[src/rtl/div_unit_pkg.sv]
// Shared CPU definitions for the divider: default operand width and the
// 2-bit divider FSM state encoding.
package div_unit_pkg;

  localparam int DIV_WIDTH = 32;

  typedef enum logic [1:0] {
    S_IDLE   = 2'd0,
    S_BYZERO = 2'd1,
    S_ON     = 2'd2,
    S_END    = 2'd3
  } div_state_t;

endpackage

[src/rtl/div_step.sv]
// One restoring division step: shift {rem,quo} left by one, trial-subtract
// the divisor, keep the difference and emit a 1 quotient bit when it fits.
module div_step #(
  parameter int WIDTH = 32
) (
  input  logic [WIDTH-1:0] rem,
  input  logic [WIDTH-1:0] quo,
  input  logic [WIDTH-1:0] dsr,
  output logic [WIDTH-1:0] rem_next,
  output logic [WIDTH-1:0] quo_next
);

  logic [WIDTH:0]   shifted;
  logic [WIDTH-1:0] diff;
  logic             fits;

  assign shifted = {rem, quo[WIDTH-1]};
  assign fits    = (shifted >= {1'b0, dsr});
  // When the subtraction fits the true difference is below dsr, so the
  // low WIDTH bits of a modular subtract are exact.
  assign diff    = shifted[WIDTH-1:0] - dsr;

  assign rem_next = fits ? diff : shifted[WIDTH-1:0];
  assign quo_next = {quo[WIDTH-2:0], fits};

endmodule

[src/rtl/div_unit.sv]
// Multi-cycle signed/unsigned restoring divider with pipeline stall and
// annul handling. Result is {remainder, quotient}, valid while ready_o=1.
module div_unit
  import div_unit_pkg::*;
#(
  parameter int WIDTH = DIV_WIDTH
) (
  input  logic                 clk,
  input  logic                 rst,
  input  logic                 start_i,
  input  logic                 signed_i,
  input  logic [WIDTH-1:0]     opdata1_i,
  input  logic [WIDTH-1:0]     opdata2_i,
  input  logic                 annul_i,
  output logic [2*WIDTH-1:0]   result_o,
  output logic                 ready_o,
  output logic                 stall_o,
  output logic [1:0]           state_o
);

  localparam int CW = $clog2(WIDTH + 1);

  div_state_t          state;
  logic [CW-1:0]       cnt;
  logic [WIDTH-1:0]    rem_q;
  logic [WIDTH-1:0]    quo_q;
  logic [WIDTH-1:0]    dsr_q;
  logic                neg_quo;
  logic                neg_rem;
  logic [2*WIDTH-1:0]  result_q;

  logic                go;
  logic [WIDTH-1:0]    mag1;
  logic [WIDTH-1:0]    mag2;
  logic [WIDTH-1:0]    rem_nx;
  logic [WIDTH-1:0]    quo_nx;
  logic [WIDTH-1:0]    quo_fin;
  logic [WIDTH-1:0]    rem_fin;

  assign go   = start_i & ~annul_i;
  assign mag1 = (signed_i & opdata1_i[WIDTH-1]) ? -opdata1_i : opdata1_i;
  assign mag2 = (signed_i & opdata2_i[WIDTH-1]) ? -opdata2_i : opdata2_i;

  div_step #(.WIDTH(WIDTH)) u_step (
    .rem      (rem_q),
    .quo      (quo_q),
    .dsr      (dsr_q),
    .rem_next (rem_nx),
    .quo_next (quo_nx)
  );

  // Sign fix-up applied to the last step's output; negation wraps, so
  // most-negative / -1 yields the most-negative quotient without a trap.
  assign quo_fin = neg_quo ? -quo_nx : quo_nx;
  assign rem_fin = neg_rem ? -rem_nx : rem_nx;

  always_ff @(posedge clk or negedge rst) begin
    if (!rst) begin
      state    <= S_IDLE;
      cnt      <= '0;
      rem_q    <= '0;
      quo_q    <= '0;
      dsr_q    <= '0;
      neg_quo  <= 1'b0;
      neg_rem  <= 1'b0;
      result_q <= '0;
    end else begin
      case (state)
        S_IDLE: begin
          if (go) begin
            state   <= (opdata2_i == '0) ? S_BYZERO : S_ON;
            cnt     <= '0;
            rem_q   <= '0;
            quo_q   <= mag1;
            dsr_q   <= mag2;
            neg_quo <= signed_i & (opdata1_i[WIDTH-1] ^ opdata2_i[WIDTH-1]);
            neg_rem <= signed_i & opdata1_i[WIDTH-1];
          end
        end
        S_BYZERO: begin
          state    <= annul_i ? S_IDLE : S_END;
          result_q <= '0;
        end
        S_ON: begin
          if (annul_i) begin
            state <= S_IDLE;
          end else begin
            rem_q <= rem_nx;
            quo_q <= quo_nx;
            if (cnt == CW'(WIDTH - 1)) begin
              state    <= S_END;
              result_q <= {rem_fin, quo_fin};
            end else begin
              cnt <= cnt + CW'(1);
            end
          end
        end
        S_END: begin
          if (annul_i || !start_i) begin
            state    <= S_IDLE;
            result_q <= '0;
          end
        end
        default: state <= S_IDLE;
      endcase
    end
  end

  assign ready_o  = (state == S_END);
  assign result_o = (state == S_END) ? result_q : '0;
  assign stall_o  = (state == S_BYZERO) || (state == S_ON) ||
                    ((state == S_IDLE) && go);
  assign state_o  = state;

endmodule

[config.mk]
export PLATFORM = sky130hd
export DESIGN_NAME = div_unit
export DESIGN_NICKNAME = d
export VERILOG_FILES = /design/src/rtl/div_unit_pkg.sv /design/src/rtl/div_step.sv /design/src/rtl/div_unit.sv
export SDC_FILE = /design/constraint.sdc
export NUM_CORES = 1
export LEC_CHECK = 0
export ABC_AREA = 1
export CAP_MARGIN = 0
export CORE_UTILIZATION = 40
export DETAILED_ROUTE_END_ITERATION = 10
export SLEW_MARGIN = 20
export SYNTH_ARGS = -nofsm -noshare
export SYNTH_HDL_FRONTEND = slang
export SYNTH_SLANG_ARGS = --single-unit
export TNS_END_PERCENT = 1
[constraint.sdc]
create_clock -name clk -period 4.2 [get_ports clk]
set_input_delay 1.05 -clock clk [delete_from_list [all_inputs] [get_ports clk]]
set_output_delay 1.05 -clock clk [all_outputs]
set_load 0.05 [all_outputs]
==> flow_summary.yaml, run 1 <==
status:
  status: "completed"
yosys:
  ys_ff_latch: 170
  yosysWarnings: 0
  yosysTopAreaCell: "dfrtp_1"
  synth_nets: 2193
  yosysSeqAreaShare: 0.320
  synth_top_area_frac: 0.320
  synthArstFlopShare: 1.00
  synth_top_cells_by_count: "nand2_1 (640), inv_1 (340), o21ai_0 (194)"
  synthCells: 2082
  postSynthAreaPerCell_um2: 6.39
  yosys.cell_types.count: 51
  yosysMostFrequentCell: "nand2_1"
  synth-main-ff-cell: "dfrtp_1"
  mappedNetlistArea_um2: 13300
  synth-edff-count: 0
  synth.area.top_cells: "dfrtp_1 (32%), nand2_1 (18%), inv_1 (9.6%)"
power_and_ir_drop:
  p_seq_frac: 0.203
  power.share.clock: 0.113
  p_sw_frac: 0.572
  p_comb_frac: 0.684
  leakage_nw: 8.22
  switchingPower_mw: 7.91
  power_density_nw_per_um2: 882
  ir_worst_vdd_mv: 0.480
  p_int_mw: 5.92
layout:
  fin_nets: 2299
  multi_input_area_um2: 7460
  antenna_cells: 0
  regArea_um2: 4250
  drive_gt1_frac: 0.0595
  stdcell_area_um2: 15700
  area_growth_pct: 17.9
  fillCellCount: 3431
routing:
  drt_iter0_markers: 999
  vias_per_cell: 5.00
  dr.pass1.iters: 6
  dr_total_vias: 13200
  wl_per_cell_um: 15.3
  drc: 0
  postRouteAntennaNets: 0
  drt_wl_total_um: 40300
grt:
  globalRouteOverflowTotal: 0
  antenna_found_initial: 0
  grt_max_degree: 68
  grtUsageTotal: 0.245
  grt_pass1_wl_um: 65000
  grt_pass1_vias: 12200
placed_design:
  place_congestion: 0.988
  dp_hpwl_um: 31400
  placed_area_um2: 15100
  numPortBuffers: 136
clock_tree:
  ctsLongestPathBuffers: 2
  cts_htree_levels: 4
  cts-root-buf: "clkbuf_16"
  clk_latency_ns: 0.45
  cts_tree: "done"
  clk_pin_slew_ns: 0.07
  numClockSinks: 170
  cts_hold_buf: 0
  cts_made_buffers: 17
setup_path:
  critPathLaunchType: "flop"
  critical-path-top-delay-family: "simple AND/OR/NAND/NOR gates"
  cpPeakStageDelay_ns: 0.43
  arrival_ns: 4.04
  crit_slowest_cell: "dfrtp_1"
  cp_common_cell: "nand2_1"
  critPathKind: "reg -> reg"
  critPathBufInv: 4
  crit_required_ns: 4.53
  crit_fanout: 18
  end_kind: "flop"
timing:
  slew_headroom: 0.328
  fin_tns_setup_ns: 0
  worst_pin_slew_ns: 1.01
  rsz0062_at_grt: "false"
  max_freq_mhz: 269
  setup_viol: 0
  hold_viol_final: 0
  period_minus_slack_ns: 3.71
  period_share: 0.884
  clock_skew_ns: 0.0112
  slew_viol_final: 0
die:
  core-area_um2: 32600
  die_y_um: 184
  die_area_um2: 34000
  start_util: 0.408
  num_io_pins: 137
  die_x_um: 184
  rows: 66
flow_run:
  maxCapViolations: 0
worst_hold_path:
  min_path_type: "reg -> reg"
-- stage by stage --
| step | instances | util | setup slack (ns) | hold slack [ns] | total power [mW] |
|---|---|---|---|---|---|
| 2_1_floorplan | 2082 | - | 0.694 | 0.447 | 9.59 |
| 3_3_place_gp | 2611 | 0.463 | 0.395 | 0.464 | 12.1 |
| 3_5_place_dp | 2611 | 0.463 | 0.353 | 0.466 | 12.1 |
| 4_1_cts | 2643 | 0.480 | 0.305 | 0.485 | 13.7 |
| 5_1_grt | 2643 | 0.481 | 0.0141 | 0.503 | 15.2 |
| 6_report | 2643 | 0.481 | 0.486 | 0.480 | 13.8 |
-- logic make-up after synthesis --
kind of cell / after synthesis / synth area share
simple gates: 1039 / 0.333
compound gates: 368 / 0.153
fa+ha+maj: 42 / 0.0401
buf+inv: 414 / 0.121
flops: 170 / 0.320
xor+xnor: 49 / 0.0323
-- metal layers --
metal / track usage / vias to the layer above / part of all wire
met3: 0.0397 / 38 / 0.061
li1: - / 6811 / -
met2: 0.351 / 391 / 0.41
met4: 0.0637 / 0 / 0.017
met5: 0 / - / 0
met1: 0.375 / 5966 / 0.51
-- layout by cell type (no fill, tap or decap), drive strengths merged, types with 5 or more instances in the layout --
master / instances
nand2: 668
inv: 350
o21ai: 210
nor2: 172
dfrtp: 170
clkdlybuf4s50: 134
nand3: 112
a21oi: 94
ha: 41
nor3: 40
xor2: 39
buf: 23
nand4: 21
o211ai: 17
clkbuf: 17
o22ai: 12
xnor2: 10
or2: 9
clkinv: 7
a32o: 6
nand3b: 6
o21a: 5
o21bai: 5
-- cell type report --
class | instances | share of cell area
clock buffers | 17 | 0.0271
clock inverters | 15 | 0.00869
inverters | 344 | 0.0824
multi-input cells | 1498 | 0.475
flip-flops and latches | 170 | 0.271
well taps | 442 | 0.0352
repair buffers | 157 | 0.0999
-- tightest hold or removal path: cells and delay by family, from the launching register on --
family           cells  cell delay (ns)
and+or+nand+nor      2             0.10
DFF                  1             0.34
-- power groups by stage --
stage / logic (mW) / clock network (mW) / registers [mW]
2_1_floorplan: 6.94 / 0 / 2.65
3_3_place_gp: 9.26 / 0 / 2.80
3_5_place_dp: 9.30 / 0 / 2.82
4_1_cts: 9.35 / 1.59 / 2.79
5_1_grt: 10.6 / 1.65 / 2.90
6_report: 9.47 / 1.56 / 2.81
-- repair_timing --
item / CTS / global route
setup buffers: 0 / 0
gates resized for setup: 0 / 4
setup endpoints to repair: 0 / 3
-- worst paths after layout --
| path | start | end | slack [ns] | cells past startpoint |
|---|---|---|---|---|
| setup reg to reg | rem_q[1] | result_q[30] | 0.49 | 27 |
| hold / removal | result_q[35] | result_q[35] | 0.48 | 2 |
| setup / recovery | rem_q[1] | result_q[30] | 0.49 | 27 |
| max in group asynchronous | rst | result_q[5] | 2.93 | 2 |
| min in group asynchronous | rst | dsr_q[2] | 0.52 | 1 |
| hold reg to reg | result_q[35] | result_q[35] | 0.48 | 2 |
-- sequential cells by signal, summed over array words and instances (netlist names) --
name / cells
result_q: 64
dsr_q: 32
quo_q: 32
rem_q: 32
cnt: 6
state_o: 2
neg_quo: 1
neg_rem: 1
(Power assumes the default switching activity.)
==> inputs of run 2 (changes only) <==
--- a/config.mk
+++ b/config.mk
@@ -6,6 +6,7 @@
 export NUM_CORES = 1
 export LEC_CHECK = 0
 export ABC_AREA = 1
+export ABC_CLOCK_PERIOD_IN_PS = 4200
 export CAP_MARGIN = 0
 export CORE_UTILIZATION = 40
 export DETAILED_ROUTE_END_ITERATION = 10
==> results of run 2 <==
The final DEF is identical to that of run 1; final timing and power are the same.
